==> src/rtl/hazard_ctrl_pkg.sv <==
// Shared core types: register index, machine word, NOP encoding, major opcodes and the
// hazard-controller FSM state.
package hazard_ctrl_pkg;

  typedef logic [31:0] word_t;

  localparam word_t NOP = 32'h0000_0013;  // addi x0, x0, 0

  localparam logic [6:0] OPC_LOAD   = 7'b000_0011;
  localparam logic [6:0] OPC_STORE  = 7'b010_0011;
  localparam logic [6:0] OPC_OP_IMM = 7'b001_0011;
  localparam logic [6:0] OPC_OP     = 7'b011_0011;
  localparam logic [6:0] OPC_BRANCH = 7'b110_0011;
  localparam logic [6:0] OPC_JAL    = 7'b110_1111;
  localparam logic [6:0] OPC_JALR   = 7'b110_0111;

  localparam int NREG_DEF  = 32;
  localparam int REG_W_DEF = $clog2(NREG_DEF);

  typedef logic [REG_W_DEF-1:0] reg_idx_t;

  typedef enum logic {
    RUN      = 1'b0,
    MEM_WAIT = 1'b1
  } hz_state_t;

endpackage

==> src/rtl/hazard_ctrl_if.sv <==
// Pipeline-side view of the hazard controller: stage status in, stall/flush controls out.
// master = pipeline stages driving status, slave = hazard_ctrl.
interface hazard_ctrl_if #(
  parameter int REG_W  = 5,
  parameter int PERF_W = 32
);
  logic              d_valid;
  logic [REG_W-1:0]  d_rs1;
  logic [REG_W-1:0]  d_rs2;
  logic              d_use1;
  logic              d_use2;
  logic [REG_W-1:0]  d_rd;
  logic              d_wen;
  logic              wb_valid;
  logic [REG_W-1:0]  wb_rd;
  logic              m_mem_req;
  logic              m_mem_ack;
  logic              e_redirect;
  logic              stall_f;
  logic              stall_d;
  logic              stall_e;
  logic              stall_m;
  logic              flush_f;
  logic              flush_d;
  logic [PERF_W-1:0] stall_cycles;
  logic              mem_err;

  modport master (
    output d_valid, d_rs1, d_rs2, d_use1, d_use2, d_rd, d_wen,
    output wb_valid, wb_rd, m_mem_req, m_mem_ack, e_redirect,
    input  stall_f, stall_d, stall_e, stall_m, flush_f, flush_d,
    input  stall_cycles, mem_err
  );

  modport slave (
    input  d_valid, d_rs1, d_rs2, d_use1, d_use2, d_rd, d_wen,
    input  wb_valid, wb_rd, m_mem_req, m_mem_ack, e_redirect,
    output stall_f, stall_d, stall_e, stall_m, flush_f, flush_d,
    output stall_cycles, mem_err
  );

endinterface

==> src/rtl/hazard_ctrl_reg_scoreboard.sv <==
// Per-register count of in-flight writes; pend lookups are combinational and see a
// same-cycle writeback as already retired (regfile writes before it reads).
module reg_scoreboard #(
  parameter int NREG  = 32,
  parameter int REG_W = 5,
  parameter int CNT_W = 2
) (
  input  logic             clk,
  input  logic             rst_n,
  input  logic             issue,
  input  logic [REG_W-1:0] issue_rd,
  input  logic             wb,
  input  logic [REG_W-1:0] wb_rd,
  input  logic [REG_W-1:0] rs1,
  input  logic [REG_W-1:0] rs2,
  output logic             pend1,
  output logic             pend2
);

  logic [CNT_W-1:0] cnt [NREG];
  logic [NREG-1:0]  inc;
  logic [NREG-1:0]  dec;
  logic [CNT_W-1:0] eff1;
  logic [CNT_W-1:0] eff2;

  // x0 is never tracked: its inc/dec stay low so cnt[0] holds zero forever
  always_comb begin
    inc = '0;
    dec = '0;
    for (int r = 0; r < NREG; r++) begin
      inc[r] = (r != 0) && issue && (issue_rd == REG_W'(r));
      dec[r] = (r != 0) && wb    && (wb_rd    == REG_W'(r));
    end
  end

  always_ff @(posedge clk or negedge rst_n) begin
    if (!rst_n) begin
      for (int r = 0; r < NREG; r++) cnt[r] <= '0;
    end else begin
      for (int r = 0; r < NREG; r++) begin
        if (inc[r] && !dec[r])      cnt[r] <= cnt[r] + 1'b1;
        else if (dec[r] && !inc[r]) cnt[r] <= cnt[r] - 1'b1;
      end
    end
  end

  always_comb begin
    eff1  = cnt[rs1] - CNT_W'(wb && (wb_rd == rs1));
    eff2  = cnt[rs2] - CNT_W'(wb && (wb_rd == rs2));
    pend1 = (rs1 != '0) && (eff1 != '0);
    pend2 = (rs2 != '0) && (eff2 != '0);
  end

  // Counter wrap means the pipe depth outgrew CNT_W or a writeback had no matching issue
  for (genvar g = 1; g < NREG; g++) begin : g_chk
    a_no_ovf: assert property (@(posedge clk) disable iff (!rst_n)
      (inc[g] && !dec[g]) |-> (cnt[g] != {CNT_W{1'b1}}));
    a_no_udf: assert property (@(posedge clk) disable iff (!rst_n)
      (dec[g] && !inc[g]) |-> (cnt[g] != '0));
  end

endmodule

==> src/rtl/hazard_ctrl.sv <==
// Pipeline sequencer: zero-latency stall/flush priority (mem freeze > redirect > RAW hazard),
// write scoreboard, memory-wait FSM with sticky timeout, and a stall-cycle perf counter.
module hazard_ctrl
  import hazard_ctrl_pkg::*;
#(
  parameter int NREG        = 32,
  parameter int REG_W       = 5,
  parameter int CNT_W       = 2,
  parameter int PERF_W      = 32,
  parameter int MEM_TIMEOUT = 64
) (
  input  logic          clk,
  input  logic          rst_n,
  hazard_ctrl_if.slave  bus
);

  localparam int WT_W = $clog2(MEM_TIMEOUT + 1);

  hz_state_t         state;
  hz_state_t         state_nxt;
  logic [WT_W-1:0]   wait_cnt;
  logic              mem_err_q;
  logic [PERF_W-1:0] stall_cycles_q;

  logic freeze;
  logic hazard;
  logic pend1;
  logic pend2;
  logic issue;
  logic wait_enter;
  logic timeout;
  logic stall_f, stall_d, stall_e, stall_m, flush_f, flush_d;

  assign freeze = bus.m_mem_req & ~bus.m_mem_ack;
  assign hazard = bus.d_valid & ((bus.d_use1 & pend1) | (bus.d_use2 & pend2));
  assign issue  = bus.d_valid & bus.d_wen & (bus.d_rd != '0) & ~stall_d & ~flush_d;

  reg_scoreboard #(
    .NREG  (NREG),
    .REG_W (REG_W),
    .CNT_W (CNT_W)
  ) u_sb (
    .clk      (clk),
    .rst_n    (rst_n),
    .issue    (issue),
    .issue_rd (bus.d_rd),
    .wb       (bus.wb_valid),
    .wb_rd    (bus.wb_rd),
    .rs1      (bus.d_rs1),
    .rs2      (bus.d_rs2),
    .pend1    (pend1),
    .pend2    (pend2)
  );

  always_ff @(posedge clk or negedge rst_n) begin
    if (!rst_n) state <= RUN;
    else        state <= state_nxt;
  end

  always_comb begin
    state_nxt = state;
    case (state)
      RUN:      if (freeze) state_nxt = MEM_WAIT;
      MEM_WAIT: if (bus.m_mem_ack || !bus.m_mem_req) state_nxt = RUN;
      default:  state_nxt = RUN;
    endcase
  end

  // Controls are gated by rst_n so the pipe is released the instant reset asserts.
  // A held E stage keeps e_redirect alive, so ignoring it under freeze loses nothing.
  always_comb begin
    stall_f = 1'b0;
    stall_d = 1'b0;
    stall_e = 1'b0;
    stall_m = 1'b0;
    flush_f = 1'b0;
    flush_d = 1'b0;
    if (rst_n) begin
      if (freeze) begin
        stall_f = 1'b1;
        stall_d = 1'b1;
        stall_e = 1'b1;
        stall_m = 1'b1;
      end else if (bus.e_redirect) begin
        flush_f = 1'b1;
        flush_d = 1'b1;
      end else if (hazard) begin
        stall_f = 1'b1;
        stall_d = 1'b1;
        flush_d = 1'b1;
      end
    end
  end

  assign wait_enter = (state == RUN) && (state_nxt == MEM_WAIT);
  assign timeout    = (state == MEM_WAIT) && (wait_cnt == WT_W'(MEM_TIMEOUT));

  // wait_cnt saturates at MEM_TIMEOUT; the sticky flag carries the event onward
  always_ff @(posedge clk or negedge rst_n) begin
    if (!rst_n) begin
      wait_cnt  <= '0;
      mem_err_q <= 1'b0;
    end else begin
      if (wait_enter)
        wait_cnt <= '0;
      else if ((state == MEM_WAIT) && (wait_cnt != WT_W'(MEM_TIMEOUT)))
        wait_cnt <= wait_cnt + 1'b1;
      if (timeout) mem_err_q <= 1'b1;
    end
  end

  always_ff @(posedge clk or negedge rst_n) begin
    if (!rst_n)       stall_cycles_q <= '0;
    else if (stall_d) stall_cycles_q <= stall_cycles_q + PERF_W'(1);
  end

  assign bus.stall_f      = stall_f;
  assign bus.stall_d      = stall_d;
  assign bus.stall_e      = stall_e;
  assign bus.stall_m      = stall_m;
  assign bus.flush_f      = flush_f;
  assign bus.flush_d      = flush_d;
  assign bus.stall_cycles = stall_cycles_q;
  assign bus.mem_err      = mem_err_q | timeout;

endmodule
==> src/flat_wrapper.sv <==
// flat-port wrapper written by rule: the top's interface ports become plain ports
module hazard_ctrl_flat import hazard_ctrl_pkg::*;
#(
  parameter int NREG        = 32,
  parameter int REG_W       = 5,
  parameter int CNT_W       = 2,
  parameter int PERF_W      = 32,
  parameter int MEM_TIMEOUT = 64
)
  (clk, rst_n, bus_d_valid, bus_d_rs1, bus_d_rs2, bus_d_use1, bus_d_use2, bus_d_rd, bus_d_wen, bus_wb_valid, bus_wb_rd, bus_m_mem_req, bus_m_mem_ack, bus_e_redirect, bus_stall_f, bus_stall_d, bus_stall_e, bus_stall_m, bus_flush_f, bus_flush_d, bus_stall_cycles, bus_mem_err);
  hazard_ctrl_if #(.REG_W(REG_W), .PERF_W(PERF_W)) bus_i ();
  input  logic clk;
  input  logic rst_n;
  input wire logic [$bits(bus_i.d_valid)-1:0] bus_d_valid;
  input wire logic [$bits(bus_i.d_rs1)-1:0] bus_d_rs1;
  input wire logic [$bits(bus_i.d_rs2)-1:0] bus_d_rs2;
  input wire logic [$bits(bus_i.d_use1)-1:0] bus_d_use1;
  input wire logic [$bits(bus_i.d_use2)-1:0] bus_d_use2;
  input wire logic [$bits(bus_i.d_rd)-1:0] bus_d_rd;
  input wire logic [$bits(bus_i.d_wen)-1:0] bus_d_wen;
  input wire logic [$bits(bus_i.wb_valid)-1:0] bus_wb_valid;
  input wire logic [$bits(bus_i.wb_rd)-1:0] bus_wb_rd;
  input wire logic [$bits(bus_i.m_mem_req)-1:0] bus_m_mem_req;
  input wire logic [$bits(bus_i.m_mem_ack)-1:0] bus_m_mem_ack;
  input wire logic [$bits(bus_i.e_redirect)-1:0] bus_e_redirect;
  output wire logic [$bits(bus_i.stall_f)-1:0] bus_stall_f;
  output wire logic [$bits(bus_i.stall_d)-1:0] bus_stall_d;
  output wire logic [$bits(bus_i.stall_e)-1:0] bus_stall_e;
  output wire logic [$bits(bus_i.stall_m)-1:0] bus_stall_m;
  output wire logic [$bits(bus_i.flush_f)-1:0] bus_flush_f;
  output wire logic [$bits(bus_i.flush_d)-1:0] bus_flush_d;
  output wire logic [$bits(bus_i.stall_cycles)-1:0] bus_stall_cycles;
  output wire logic [$bits(bus_i.mem_err)-1:0] bus_mem_err;
  assign bus_i.d_valid = bus_d_valid;
  assign bus_i.d_rs1 = bus_d_rs1;
  assign bus_i.d_rs2 = bus_d_rs2;
  assign bus_i.d_use1 = bus_d_use1;
  assign bus_i.d_use2 = bus_d_use2;
  assign bus_i.d_rd = bus_d_rd;
  assign bus_i.d_wen = bus_d_wen;
  assign bus_i.wb_valid = bus_wb_valid;
  assign bus_i.wb_rd = bus_wb_rd;
  assign bus_i.m_mem_req = bus_m_mem_req;
  assign bus_i.m_mem_ack = bus_m_mem_ack;
  assign bus_i.e_redirect = bus_e_redirect;
  assign bus_stall_f = bus_i.stall_f;
  assign bus_stall_d = bus_i.stall_d;
  assign bus_stall_e = bus_i.stall_e;
  assign bus_stall_m = bus_i.stall_m;
  assign bus_flush_f = bus_i.flush_f;
  assign bus_flush_d = bus_i.flush_d;
  assign bus_stall_cycles = bus_i.stall_cycles;
  assign bus_mem_err = bus_i.mem_err;
  hazard_ctrl #(.NREG(NREG), .REG_W(REG_W), .CNT_W(CNT_W), .PERF_W(PERF_W), .MEM_TIMEOUT(MEM_TIMEOUT)) u_core (.clk(clk), .rst_n(rst_n), .bus(bus_i));
endmodule
==> config.mk <==
export PLATFORM = sky130hd
export DESIGN_NAME = hazard_ctrl_flat
export DESIGN_NICKNAME = d
export VERILOG_FILES = /design/src/rtl/hazard_ctrl_pkg.sv /design/src/rtl/hazard_ctrl_if.sv /design/src/rtl/hazard_ctrl_reg_scoreboard.sv /design/src/rtl/hazard_ctrl.sv /design/src/flat_wrapper.sv
export SDC_FILE = /design/constraint.sdc
export NUM_CORES = 1
export LEC_CHECK = 0
export ABC_AREA = 1
export ABC_CLOCK_PERIOD_IN_PS = 4800
export BUFFER_PORTS_ARGS = -buffer_cell sky130_fd_sc_hd__buf_2
export CAP_MARGIN = 20
export CORE_ASPECT_RATIO = 0.6
export CORE_MARGIN = 2
export CORE_UTILIZATION = 40
export CTS_BUF_LIST = sky130_fd_sc_hd__clkbuf_8
export DETAILED_ROUTE_END_ITERATION = 7
export PLACE_DENSITY_LB_ADDON = 0.1
export SYNTH_ARGS = -nofsm -noshare
export SYNTH_HDL_FRONTEND = slang
export SYNTH_SLANG_ARGS = --single-unit
==> constraint.sdc <==
create_clock -name clk -period 4.8 [get_ports clk]
set_clock_uncertainty 0.15 [all_clocks]
set_input_delay 0.96 -clock clk [delete_from_list [all_inputs] [get_ports clk]]
set_output_delay 0.96 -clock clk [all_outputs]
set_load 0.02 [all_outputs]
==> results.md <==
Cells and area
* 0.455 — fraction of the core area covered by cells at the end of the flow
* 1,787 — # fillers
* 1,080 — net count of the finished layout
* 7850 µm² — final std cell area, no fill
* 1,255 — filler-free cell count of the finished design
* 0 — ant diodes
* 0.103 — share of post-route cells with drive strength above 1
* 10.7% — area growth from synthesis to final layout

Worst setup path
* 21 — number of cells on the worst reg-to-reg path
* u_core.u_sb.cnt[3]$_DFFE_PN0P_ — worst reg2reg path endpoint
* u_core.u_sb.cnt[56]$_DFFE_PN0P_ — r2r startpoint
* buf_2 -> inv_1 -> a21oi_1 -> o21ai_0 -> nand3_1 -> nand3_1 -> nand3_1 -> nand2_1 -> nand3_1 -> nand2_1 -> nand2_1 -> nand2_1 -> nand2_1 -> nand2_1 -> inv_1 -> buf_2 — cell breakdown of the critical path
* 1.55 ns — FF-to-FF setup slack
* 3.35 ns — data arrival time of the worst path
* 20 — critical-path maximum fanout
* 0.46 ns — delay contributed by the slowest stage of the critical path
* 3.69 ns — required time worst endpoint
* bus_d_rs2[1] — CP Launch Point
* primary input — sort of element at the start of the critical path
* inv_1 — critical path's slowest cell
* primary input to primary output — kind of critical path
* buffers and inverters — Worst path top cell family by delay
* primary output — crit end category
* 4 — Critical path buffers and inverters
* nand2_1 — most frequent cell on the critical path

Logic synthesis
* 0 — synth warn
* 7090 µm² — Cell Area, Synth
* 1.00 — fraction of registers with async set/reset
* 103 — register bit count reported by yosys
* 0 — Post-synth EDFFs
* dfrtp_1, nand2_1, xnor2_1, inv_1, nand3_1 — top cells by area in the synthesized netlist
* 0.363 — share of synthesized area occupied by flip-flops and latches
* 0.363 — post-synth top area share
* nand2_1 — most repeated cell in the gate-level netlist after synthesis
* 955 — Synth Instances
* dfrtp_1 — main flop type after synthesis
* 1,019 — number of nets produced by synthesis
* 7.43 µm² — syn avg cell area
* nand2_1, inv_1, dfrtp_1, nand3_1, nor2_1 — ranking of synthesized cells by instance count
* dfrtp_1 — post-synthesis cell type with the largest combined area
* 33 — number of distinct standard cells referenced by the synthesized netlist

Placed design
* 68 — count of port buffers added during placement
* 0.305 ns — minimum setup slack after placement
* 16,800 µm — post-detailed-placement half-perimeter wirelength
* 7640 µm² — area post-placement
* 1,239 — cell total after placement
* 1.02 — global placement routability congestion

Timing
* 0.247 ns — hold slack
* 0.340 ns — setup ws final
* 0 ns — Setup Total Neg Slack
* 224 MHz — highest attainable clock frequency
* 0.929 — Tcrit/Tclk final
* 4.46 ns — shortest period the worst path allows
* 0 — number of max-slew violations in the final report
* 0.766 ns — worst-margin pin slew
* false — RSZ-0062 raised after global routing
* 0.490 — tightest slew margin relative to the limit
* 0 — setup violators final
* 0 — endpoints failing hold

Clock network
* 0 — number of buffers inserted by post-CTS setup repair
* 9 — CTS Buf Count
* 0.41 ns — clk_lat worst skew
* 103 — clk sink count
* 0 — Post-CTS Resized
* 3 — H-tree level count
* yes — CTS tree
* clkbuf_8 — clock tree root buffer cell
* 0 — count of hold-fix buffers inserted at cts
* 2 — clock buffer depth
* 0.10 ns — Clock transition at path regs

Detailed routing
* 22,000 µm — final routed wirelength across all metal layers
* 17.5 µm — wire length per cell after detailed routing
* 0 — DRC Markers
* 5.08 — vias per cell
* 812 — violation count after the first detailed-route iteration
* 6,379 — vias after detailed routing
* 0 — post-route antenna net violation count
* 5 — Pre-antenna DRT Iters

Floorplan
* 107 µm — height of the die
* 0.411 — initial core utilization
* 37 — number of rows in the core area
* 17,300 µm² — Placeable Area
* 69 — I/O pin total
* 176 µm — die boundary width
* 18,900 µm² — full die area

Global route
* 0 — number of antenna violations at the first check in global routing
* 33,600 µm — first-pass GRT wire length
* 5,574 — vias in the first global route
* 0.242 — All-Layer GR Usage
* 59 — maximum number of pins on one net before global-route repair
* 0 — grt ovf

Power
* 212 µV — VDD IR-drop max
* 3.68 nW — reported leakage power
* 3.05 mW — total power after layout
* 389 nW/µm² — power density over cell area

Worst hold path
* primary input to asynchronous set/reset pin — worst hold-check path type

Flow run
* 0 — maxcap violations

Status
* completed — run status

[registers in the layout (all words and copies together), names as in the netlist]
name                     cells
u_core.u_sb.cnt             62
u_core.bus.stall_cycles     32
u_core.wait_cnt              7
u_core.mem_err_q             1
u_core.state                 1
[power breakdown]
| group | internal [mW] | leakage (nW) | switching, mW |
|---|---|---|---|
| clock | 0.253 | 0.104 | 0.347 |
| combinational | 0.369 | 2.33 | 0.677 |
| sequential | 1.16 | 1.25 | 0.244 |
| total | 1.79 | 3.68 | 1.27 |
[cell families (layout without fill, tap and decap cells)]
group,after synthesis,after routing,share of synthesized area
AOI/OAI and AO/OA,132,132,0.100
xor gates and xnor gates,97,97,0.120
adders and majority gates,34,34,0.0600
buffers and inverters,155,221,0.0896
DFF,103,103,0.363
muxes,1,1,0.00159
and+or+nand+nor,433,433,0.266
[final cells by class]
class	instances	area, µm²	area share
clock buffer	9	124	0.0158
sequential	103	2580	0.328
multi-input combinational	697	3880	0.494
clock inverter	7	86.3	0.0110
tap	234	293	0.0373
timing repair buffer	77	410	0.0523
inverter	128	480	0.0612
[worst register-to-register path, cell delays in order (launching register included)]
cell and delay (ns):
dfrtp_1 0.40, inv_1 0.15, nand2_1 0.07, nand3_1 0.11
nand3_1 0.15, nand3_1 0.14, nand2_1 0.06, nand2_1 0.07
nand2_1 0.06, nand2_1 0.05, nand3_1 0.07, nand2_1 0.06
nand2_1 0.11, nand2_1 0.08, nand2_1 0.05, nand2_1 0.19
nand3_4 0.31, nor2_1 0.23, ha_1 0.28, a21oi_1 0.11
o21ai_0 0.11, xor2_1 0.15
[worst max-delay path by stage]
stage	to	slack [ns]	depth (start not counted)
2_1_floorplan	bus_stall_f	1.09	15
3_5_place_dp	u_core.u_sb.cnt[3]$_DFFE_PN0P_	0.30	19
6_report	bus_flush_d	0.34	16
3_3_place_gp	u_core.u_sb.cnt[3]$_DFFE_PN0P_	0.33	21
4_1_cts	bus_flush_d	0.40	16
5_1_grt	bus_flush_d	0.13	16
[cells in the final DEF, fill, tap and decap left out, types with 34 or more instances in the layout]
cell	n
buf_2	67
dfrtp_1	103
a21oi_1	56
nand2_1	214
ha_1	34
xnor2_1	63
xor2_1	34
o21ai_0	51
nand3_1	89
nor2_1	85
inv_1	125
[routing by layer]
metal / track usage / wire, µm
met4: 0.0425 / 144
met5: 0 / 0
met1: 0.417 / 12000
met3: 0.0642 / 2180
met2: 0.283 / 7640
(Power assumes the default switching activity.)
